### config.mk
export PLATFORM = sky130hd
export DESIGN_NAME = window_3x3_generator
export DESIGN_NICKNAME = d
export VERILOG_FILES = /design/src/rtl/cnn_stream_pkg.sv /design/src/rtl/line_buffer_row.sv /design/src/rtl/window_3x3_generator.sv
export SDC_FILE = /design/constraint.sdc
export NUM_CORES = 1
export LEC_CHECK = 0
export BUFFER_PORTS_ARGS = -buffer_cell sky130_fd_sc_hd__buf_2
export CAP_MARGIN = 20
export CORE_UTILIZATION = 55
export CTS_BUF_LIST = sky130_fd_sc_hd__clkbuf_2 sky130_fd_sc_hd__clkbuf_4 sky130_fd_sc_hd__clkbuf_8
export DETAILED_ROUTE_END_ITERATION = 8
export PLACE_DENSITY = 0.71
export SLEW_MARGIN = 20
export SYNTH_ARGS = -nofsm -noshare
export SYNTH_HDL_FRONTEND = slang
export SYNTH_SLANG_ARGS = --single-unit
export TNS_END_PERCENT = 30
### constraint.sdc
create_clock -name clk -period 2.8 [get_ports clk]
set_clock_uncertainty 0.1 [all_clocks]
set_input_delay 0.56 -clock clk [delete_from_list [all_inputs] [get_ports clk]]
set_output_delay 0.56 -clock clk [all_outputs]
set_load 0.1 [all_outputs]
### src/rtl/cnn_stream_pkg.sv
// rtl/cnn_stream_pkg.sv - shared constants and window packing helper for the CNN stream datapath
package cnn_stream_pkg;

  localparam int DEF_DATA_W = 8;  // default pixel width
  localparam int K          = 3;  // window edge length

  // Bit offset of window element (r,c) inside a packed K*K window.
  function automatic int win_idx(input int r, input int c, input int dw = DEF_DATA_W);
    return (r * K + c) * dw;
  endfunction

endpackage

### src/rtl/line_buffer_row.sv
// rtl/line_buffer_row.sv - one image-row circular buffer, combinational read-before-write
// Ports: clk; we write enable; addr column; wdata new pixel; rdata old contents at addr.
module line_buffer_row #(
  parameter int DATA_W = 8,
  parameter int DEPTH  = 11,
  parameter int ADDR_W = $clog2(DEPTH)
) (
  input  logic              clk,
  input  logic              we,
  input  logic [ADDR_W-1:0] addr,
  input  logic [DATA_W-1:0] wdata,
  output logic [DATA_W-1:0] rdata
);

  logic [DATA_W-1:0] r_mem [DEPTH];

  // Read is asynchronous, so rdata shows the value from the previous row
  // even in the cycle that overwrites it.
  assign rdata = r_mem[addr];

  always_ff @(posedge clk) begin
    if (we) begin
      r_mem[addr] <= wdata;
    end
  end

endmodule

### src/rtl/window_3x3_generator.sv
// rtl/window_3x3_generator.sv - raster pixel stream to 3x3 sliding windows with centre coordinates
// Ports: clk, rst (sync, active-high); data_in/data_valid pixel stream;
// window_out packed 3x3 window, window_valid, centre_row/centre_col, frame_done pulse.
module window_3x3_generator
  import cnn_stream_pkg::*;
#(
  parameter int DATA_W = DEF_DATA_W,
  parameter int IMG_W  = 11,
  parameter int IMG_H  = 11,
  parameter int PTR_W  = $clog2(IMG_W),
  parameter int ROW_W  = $clog2(IMG_H)
) (
  input  logic                  clk,
  input  logic                  rst,
  input  logic [DATA_W-1:0]     data_in,
  input  logic                  data_valid,
  output logic [9*DATA_W-1:0]   window_out,
  output logic                  window_valid,
  output logic [ROW_W-1:0]      centre_row,
  output logic [PTR_W-1:0]      centre_col,
  output logic                  frame_done
);

  localparam logic [0:0] ST_FILL   = 1'b0;
  localparam logic [0:0] ST_STREAM = 1'b1;

  logic [0:0]        r_state;
  logic [PTR_W-1:0]  r_col;
  logic [ROW_W-1:0]  r_row;
  logic [DATA_W-1:0] r_win [K][K];

  logic [DATA_W-1:0] w_lb0_rd;
  logic [DATA_W-1:0] w_lb1_rd;
  logic              w_last_col;
  logic              w_last_row;
  logic              w_win_ok;

  // lb0 holds row-1; its displaced pixel cascades into lb1 (row-2).
  line_buffer_row #(.DATA_W(DATA_W), .DEPTH(IMG_W), .ADDR_W(PTR_W)) u_lb0 (
    .clk   (clk),
    .we    (data_valid),
    .addr  (r_col),
    .wdata (data_in),
    .rdata (w_lb0_rd)
  );

  line_buffer_row #(.DATA_W(DATA_W), .DEPTH(IMG_W), .ADDR_W(PTR_W)) u_lb1 (
    .clk   (clk),
    .we    (data_valid),
    .addr  (r_col),
    .wdata (w_lb0_rd),
    .rdata (w_lb1_rd)
  );

  assign w_last_col = (r_col == PTR_W'(IMG_W - 1));
  assign w_last_row = (r_row == ROW_W'(IMG_H - 1));
  // Left columns are stale until col>=2 and buffers are unwritten until row>=2.
  assign w_win_ok   = (r_state == ST_STREAM) && (r_row >= ROW_W'(2)) && (r_col >= PTR_W'(2));

  always_ff @(posedge clk) begin
    if (rst) begin
      r_state      <= ST_FILL;
      r_col        <= '0;
      r_row        <= '0;
      window_valid <= 1'b0;
      frame_done   <= 1'b0;
      centre_row   <= '0;
      centre_col   <= '0;
      for (int r = 0; r < K; r++) begin
        for (int c = 0; c < K; c++) begin
          r_win[r][c] <= '0;
        end
      end
    end else begin
      window_valid <= 1'b0;
      frame_done   <= 1'b0;
      if (data_valid) begin
        for (int r = 0; r < K; r++) begin
          r_win[r][0] <= r_win[r][1];
          r_win[r][1] <= r_win[r][2];
        end
        r_win[0][2] <= w_lb1_rd;
        r_win[1][2] <= w_lb0_rd;
        r_win[2][2] <= data_in;

        if (w_last_col) begin
          r_col <= '0;
          if ((r_state == ST_STREAM) && w_last_row) begin
            r_row   <= '0;
            r_state <= ST_FILL;
          end else begin
            r_row <= r_row + ROW_W'(1);
            if (r_row == ROW_W'(1)) begin
              r_state <= ST_STREAM;
            end
          end
        end else begin
          r_col <= r_col + PTR_W'(1);
        end

        if (w_win_ok) begin
          window_valid <= 1'b1;
          centre_row   <= r_row - ROW_W'(1);
          centre_col   <= r_col - PTR_W'(1);
        end
        frame_done <= (r_state == ST_STREAM) && w_last_row && w_last_col;
      end
    end
  end

  always_comb begin
    window_out = '0;
    for (int r = 0; r < K; r++) begin
      for (int c = 0; c < K; c++) begin
        window_out[win_idx(r, c, DATA_W) +: DATA_W] = r_win[r][c];
      end
    end
  end

endmodule

==> impl_results.md, run 1 <==
* Status: finished, final reports clean
* Resize count post-CTS at 0
* Pre-Repair DR Iteration Count at 4
* Dpl hpwl at around 12000 um
* Largest net degree at the start of global routing at slightly below 50
* Layout cells sized above 1 at between 30% and 40%
* Wirelength per Cell at about 21 um
* Post-Syn Area at 10500 um2
* Die area at ~20000 um2
* WL final at between 20000 and 25000 um
* Flop and latch count out of synthesis at around 270
* Register area share after synthesis at between 70% and 80%
* Synth top area cells: edfxtp_1, dfxtp_1, and2_1
* Hold Violations, Final at 0
* Crit Path Class: reg2reg
* Area share of the largest cell type after synthesis at between 70% and 80%
* Max-slew violation count at 0
* Fin crit share at roughly four fifths
* Maximum VDD drop at ~0.32 mV
* Max Cap Viol at 0
* Routability cong. at 0.805
* Vias at between 5000 and 6000
* Warnings, synthesis at 0
* Area Overhead vs Synth at 14.7%
* Total Power at around 8.6 mW
* Mapped Nets at 610
* FMAX at 438 MHz
* Hold Crit Class: in2reg
* Synth Instances at 590
* Worst-Margin Slew at about 0.76 ns
* CP Data Arrival Time at roughly 2.5 ns
* Unrepaired setup endpoints after global routing: no
* PD cells at a little over 700 nW/um2
* Post-CTS Hold Buffers at 0
* Setup Fix Bufs, Post-CTS at 0
* # rows at 50
* CP top delay family: multiplexers
* Root Driver: clkbuf_8
* DRT antenna net count at 0
* Grt total ovfl at 0
* Cts bufs inserted at between 40 and 50
* # clock sinks at approximately 270
* CTS Buffer Depth at 3
* Core footprint at about 19000 um2
* Final setup fails at 0
* Leakage at between 4 and 5 nW
* Placed insts at about 900
* Relative slew margins at approximately half
* Final cell count without fillers at about 970
* CP Buf/Inv Count at 1
* Ant. Diodes at 0
* Endpoint type of the worst setup path: register
* First-pass GRT wire length at 32300 um
* Syn Area/Cell at approximately 18 um2
* Vias per std cell at between 5 and 6
* Clock Latency Late Sink at about 0.54 ns
* Synth area leader: edfxtp_1
* CP max-delay cell: mux4_2
* Total negative slack at 0 ns
* Crit-path cells: buf_12, mux4_1, mux4_2, and2_1
* CP max FO at 25
* H-tree depth at 2
* Port Buffers at between 90 and 100
* Initial DRC Count at approximately 470
* Initial Utilization at between 50% and 60%
* GRT Overall Usage at 22.1%
* Min Tclk post-route at roughly 2.3 ns
* Distinct cells, synth at 40
* Die W at ~140 um
* Drt drc at 0
* CTS clk-pin slew, worst paths at about 0.06 ns
* Vias in the first global route at between 5000 and 6000
* TritonCTS clock tree: yes
* Boundary Pins at between 90 and 100
* Die H at around 140 um
* CP Launch Type: register
* Worst Path Required at around 3 ns
* Crit path largest cell delay at roughly 0.61 ns
* Final nets at roughly 730
* Initial antenna violation count at 1
==> sequential cells by signal, indices dropped and copies added, names as in the netlist, named ones only <==
| name | flops |
|---|---|
| u_lb0.r_mem | 88 |
| u_lb1.r_mem | 88 |
| r_win | 72 |
| centre_col | 4 |
| centre_row | 4 |
| r_col | 4 |
| r_row | 4 |
| frame_done | 1 |
| r_state | 1 |
| window_valid | 1 |
==> path summary, 6_finish.rpt <==
check	startpoint	slack, ns	cells past startpoint	end
max reg2reg	register	0.52	4	r_win[0][27]
min reg2reg	centre_col[0]	0.40	2	centre_col[0]
max	register	0.52	4	r_win[0][27]
min	data_in[0]	0.26	1	u_lb0.r_mem[5][0]
==> area by class of cell <==
cell class | count | area [um2]
clock buffer | 58 | 711
clock inverter | 12 | 58.8
inverter | 6 | 22.5
fill | 1306 | 6690
tap | 234 | 293
timing repair buffer | 113 | 643
sequential | 271 | 7910
multi-input combinational | 279 | 2450
==> synth_stat cells (all sizes together) <==
master,instances
edfxtp,248
and2,73
mux2,40
mux4,24
dfxtp,23
clkbuf,21
a211oi,15
buf,13
nand2b,12
nor2b,11
o21ai,10
ha,9
o211ai,9
o31ai,9
a31oi,8
o22ai,8
a21oi,7
inv,6
nand2,6
nor3,6
nand3,4
xnor2,4
nor2,3
nor4,3
and3,2
nand4,2
nand4b,2
or2,2
or3,2
or4,2
xor2,2
and3b,1
nand3b,1
nor3b,1
o21bai,1
==> placed cells by master, fill, tap and decap left out, drive strengths merged, types with 10 or more instances in the layout <==
master	netlist	layout
dfxtp	23	23
o21ai	10	10
a211oi	15	15
nand2b	12	12
and2	73	73
mux4	24	24
nor2b	11	11
edfxtp	248	248
buf	13	113
clkbuf	21	58
mux2	40	40
==> stage by stage <==
step	hold WS, ns	setup WS (ns)	util (%)	area (um2)
after floorplan	0.373	0.509	-	10500
after global placement	0.364	0.600	60.3	11300
after detailed placement	0.382	0.522	60.3	11300
after CTS	0.238	0.512	64.4	12100
after global routing	0.254	0.452	64.4	12100
final	0.256	0.518	64.4	12100
==> power breakdown <==
part / leakage [nW] / internal, mW / total, mW / switching (mW)
Combinational: 1.34 / 0.189 / 0.981 / 0.792
Clock: 0.402 / 1.63 / 3.03 / 1.40
Sequential: 2.57 / 4.57 / 4.62 / 0.0435
==> per-layer routing <==
metal,GRT usage [%],share of wire (%),wire length [um],vias up
met5,0,0.048,10,-
met4,6.71,1.7,358,2
met3,4.82,6.4,1330,37
met2,36.5,49,10300,200
met1,29.7,43,8890,2803
li1,-,-,-,2542
==> cells by family after synthesis <==
logic type,count (synthesis),synth area share [%]
buffers and inverters,40,1.81
flip-flops,271,75.1
AND/OR/NAND/NOR,133,7.69
AO/OA/AOI/OAI,67,4.18
XOR/XNOR,6,0.499
adder cells (fa/ha/maj),9,1.07
multiplexers,64,9.69
Power figures use the tool's default switching activity.
==> run 2: changes to the inputs <==
ABC_AREA = 1   (was not set)
PLACE_DENSITY = 0.7   (was 0.71)
clock period = 2.1 ns   (was 2.8 ns; I/O delays follow)
==> run 2 against run 1 <==
Routed wire length rose by 9.4%. Via count rose by 28%. First-iteration DRC count rose by 11%. Cell count rose by 46%. Non-clock buffer count rose by 12. Global-route usage rose by 0.96 points. Cell area rose by 6.3%. Largest cell class unchanged. Largest power group unchanged.
==> impl_results.md, run 2 <==
* Most common cell after layout, fill and taps aside: edfxtp_1
* Synth area leader: edfxtp_1
* Register area at 7910 um2
* DRT antenna net count at 0
* H-tree depth at 2
* Vias per std cell at 5.02
* Worst Path Required at 1.58 ns
* Largest net degree at the start of global routing at between 70 and 80
* Initial antenna violation count at 0
* Multi-input logic area at about 2300 um2
* TritonCTS clock tree: yes
* # clock sinks at 271
* CP max FO at 2
* Fillers at 1483
* Area share of the largest cell type after synthesis at between 60% and 70%
* Warnings, synthesis at 0
* Levels on crit path at 1
* Core footprint at around 20000 um2
* Worst-Margin Slew at 0.489 ns
* Number of synthesized flops with an enable pin at about 250
* CP top delay family: buffers and inverters
* Cts bufs inserted at 44
* # rows at 51
* Register area share after synthesis at approximately 72%
* Boundary Pins at 93
* Status: finished, final reports clean
* Worst r2r path cells at 4
* Setup Fix Bufs, Post-CTS at 0
* Routability cong. at roughly 0.83
* Max-slew violation count at 0
* Beginning of the critical path: r_win[0][26]
* Endpoint type of the worst setup path: output pin
* Crit-path cells: buf_2
* Grt total ovfl at 0
* Hold Crit Class: in2reg
* Root Driver: clkbuf_8
* Layout cells sized above 1 at between 10% and 20%
* Synth top cells by count: edfxtp_1, nand2_1, inv_1
* Post-Syn Area at 11000 um2
* Worst R2R End: u_lb1.r_mem[3][6]
* Most frequent cell after synthesis: edfxtp_1
* CTS clk-pin slew, worst paths at approximately 0.060 ns
* PD cells at between 900 and 1000 nW/um2
* Prevailing post-synth register cell: edfxtp_1
* First-pass GRT wire length at between 30000 and 40000 um
* Final setup fails at 0
* Dpl hpwl at ~14000 um
* Die area at a little over 20000 um2
* Pre-Repair DR Iteration Count at 5
* Syn Area/Cell at between 10 and 15 um2
* WL final at between 20000 and 25000 um
* Vias at between 7000 and 8000
* Wirelength per Cell at approximately 16 um
* CP Launch Type: register
* CP max-delay cell: buf_2
* Clock Latency Late Sink at 0.55 ns
* Initial Utilization at a little under three fifths
* Crit Path Class: reg2out
* Die H at 144 um
* Hold Violations, Final at 0
* Final nets at 1143
* Ant. Diodes at 0
* GRT Overall Usage at a little under a quarter
* Die W at about 140 um
* Area Overhead vs Synth at 16.3%
* Distinct cells, synth at 25
* Total negative slack at 0 ns
* Resize count post-CTS at 0
* Min Tclk post-route at about 1.9 ns
* Max Cap Viol at 0
* Leakage at approximately 5.6 nW
* Post-CTS Hold Buffers at 1
* Port Buffers at just over 90
* CTS Buffer Depth at 3
* Total Power at around 12 mW
* Vias in the first global route at around 7000
* Largest regs: u_lb0.r_mem (88), u_lb1.r_mem (88), r_win (72)
* FMAX at about 520 MHz
* Maximum VDD drop at between 0.4 and 0.5 mV
* Flop and latch count out of synthesis at ~270
* Synth Instances at between 900 and 1000
* CP Data Arrival Time at ~1.4 ns
* Drt drc at 0
* Unrepaired setup endpoints after global routing: no
* Fraction of registers with async set/reset at 0%
* Initial DRC Count at 526
* Mapped Nets at roughly 1000
* Commonest non-fill, non-tap cells in the layout: edfxtp_1, nand2_1, inv_1
* Reg2Reg Setup Slack at approximately 0.30 ns
* Hold_sp: data_in[0]
* Relative slew margins at 67.1%
* Synth top area cells: edfxtp_1, nand2_1, inv_1
* CP endpoint: window_out[42]
* Fin crit share at 90.8%
* CP Buf/Inv Count at 1
* Crit path largest cell delay at approximately 0.45 ns
run 2: stage by stage:
step                      area [um2]  cells  hold WS, ns  utilization, %  setup slack [ns]
after floorplan                11100    995        0.392               -             0.114
after global placement         12000   1341        0.394            61.1             0.301
after detailed placement       12000   1341        0.403            61.1             0.305
after CTS                      12800   1423        0.108            65.6             0.170
after global routing           12800   1423        0.113            65.6             0.106
final                          12800   1423        0.140            65.6             0.193
run 2: cell families after synthesis:
kind of cell | share of synthesized area, %
xor+xnor | 0.634
simple gates | 16.6
compound gates | 2.29
fa+ha+maj | 1.02
flops | 71.6
buf+inv | 7.93
run 2: cell type report:
type | count | area share, %
Sequential cell | 271 | 61.6
Clock buffer | 66 | 6.14
Timing Repair Buffer | 125 | 6.12
Inverter | 182 | 5.32
Clock inverter | 15 | 0.604
Tap cell | 265 | 2.58
Multi-Input combinational cell | 499 | 17.7
run 2: power by group:
| part | internal [mW] | switching [mW] | total [mW] |
|---|---|---|---|
| Combinational | 0.281 | 1.32 | 1.60 |
| Sequential | 6.14 | 0.0651 | 6.20 |
| Clock | 2.42 | 1.98 | 4.40 |
| Total | 8.84 | 3.36 | 12.2 |
run 2: metal layers:
layer / vias to the layer above / GRT usage [%] / share of wire [%]
li1: 3502 / - / -
met1: 3318 / 28.7 / 40
met2: 268 / 39.5 / 51
met3: 55 / 4.23 / 6.2
met4: 0 / 10.2 / 3.2
met5: - / 0 / 0
run 2: worst min-delay path by stage:
stage / slack [ns] / end / cells past startpoint
6_report: 0.14 / u_lb0.r_mem[8][0] / 1
5_1_grt: 0.11 / u_lb0.r_mem[9][4] / 1
4_1_cts: 0.11 / u_lb0.r_mem[8][0] / 1
3_5_place_dp: 0.40 / centre_row[3] / 4
3_3_place_gp: 0.39 / centre_col[3] / 4
2_1_floorplan: 0.39 / frame_done / 1
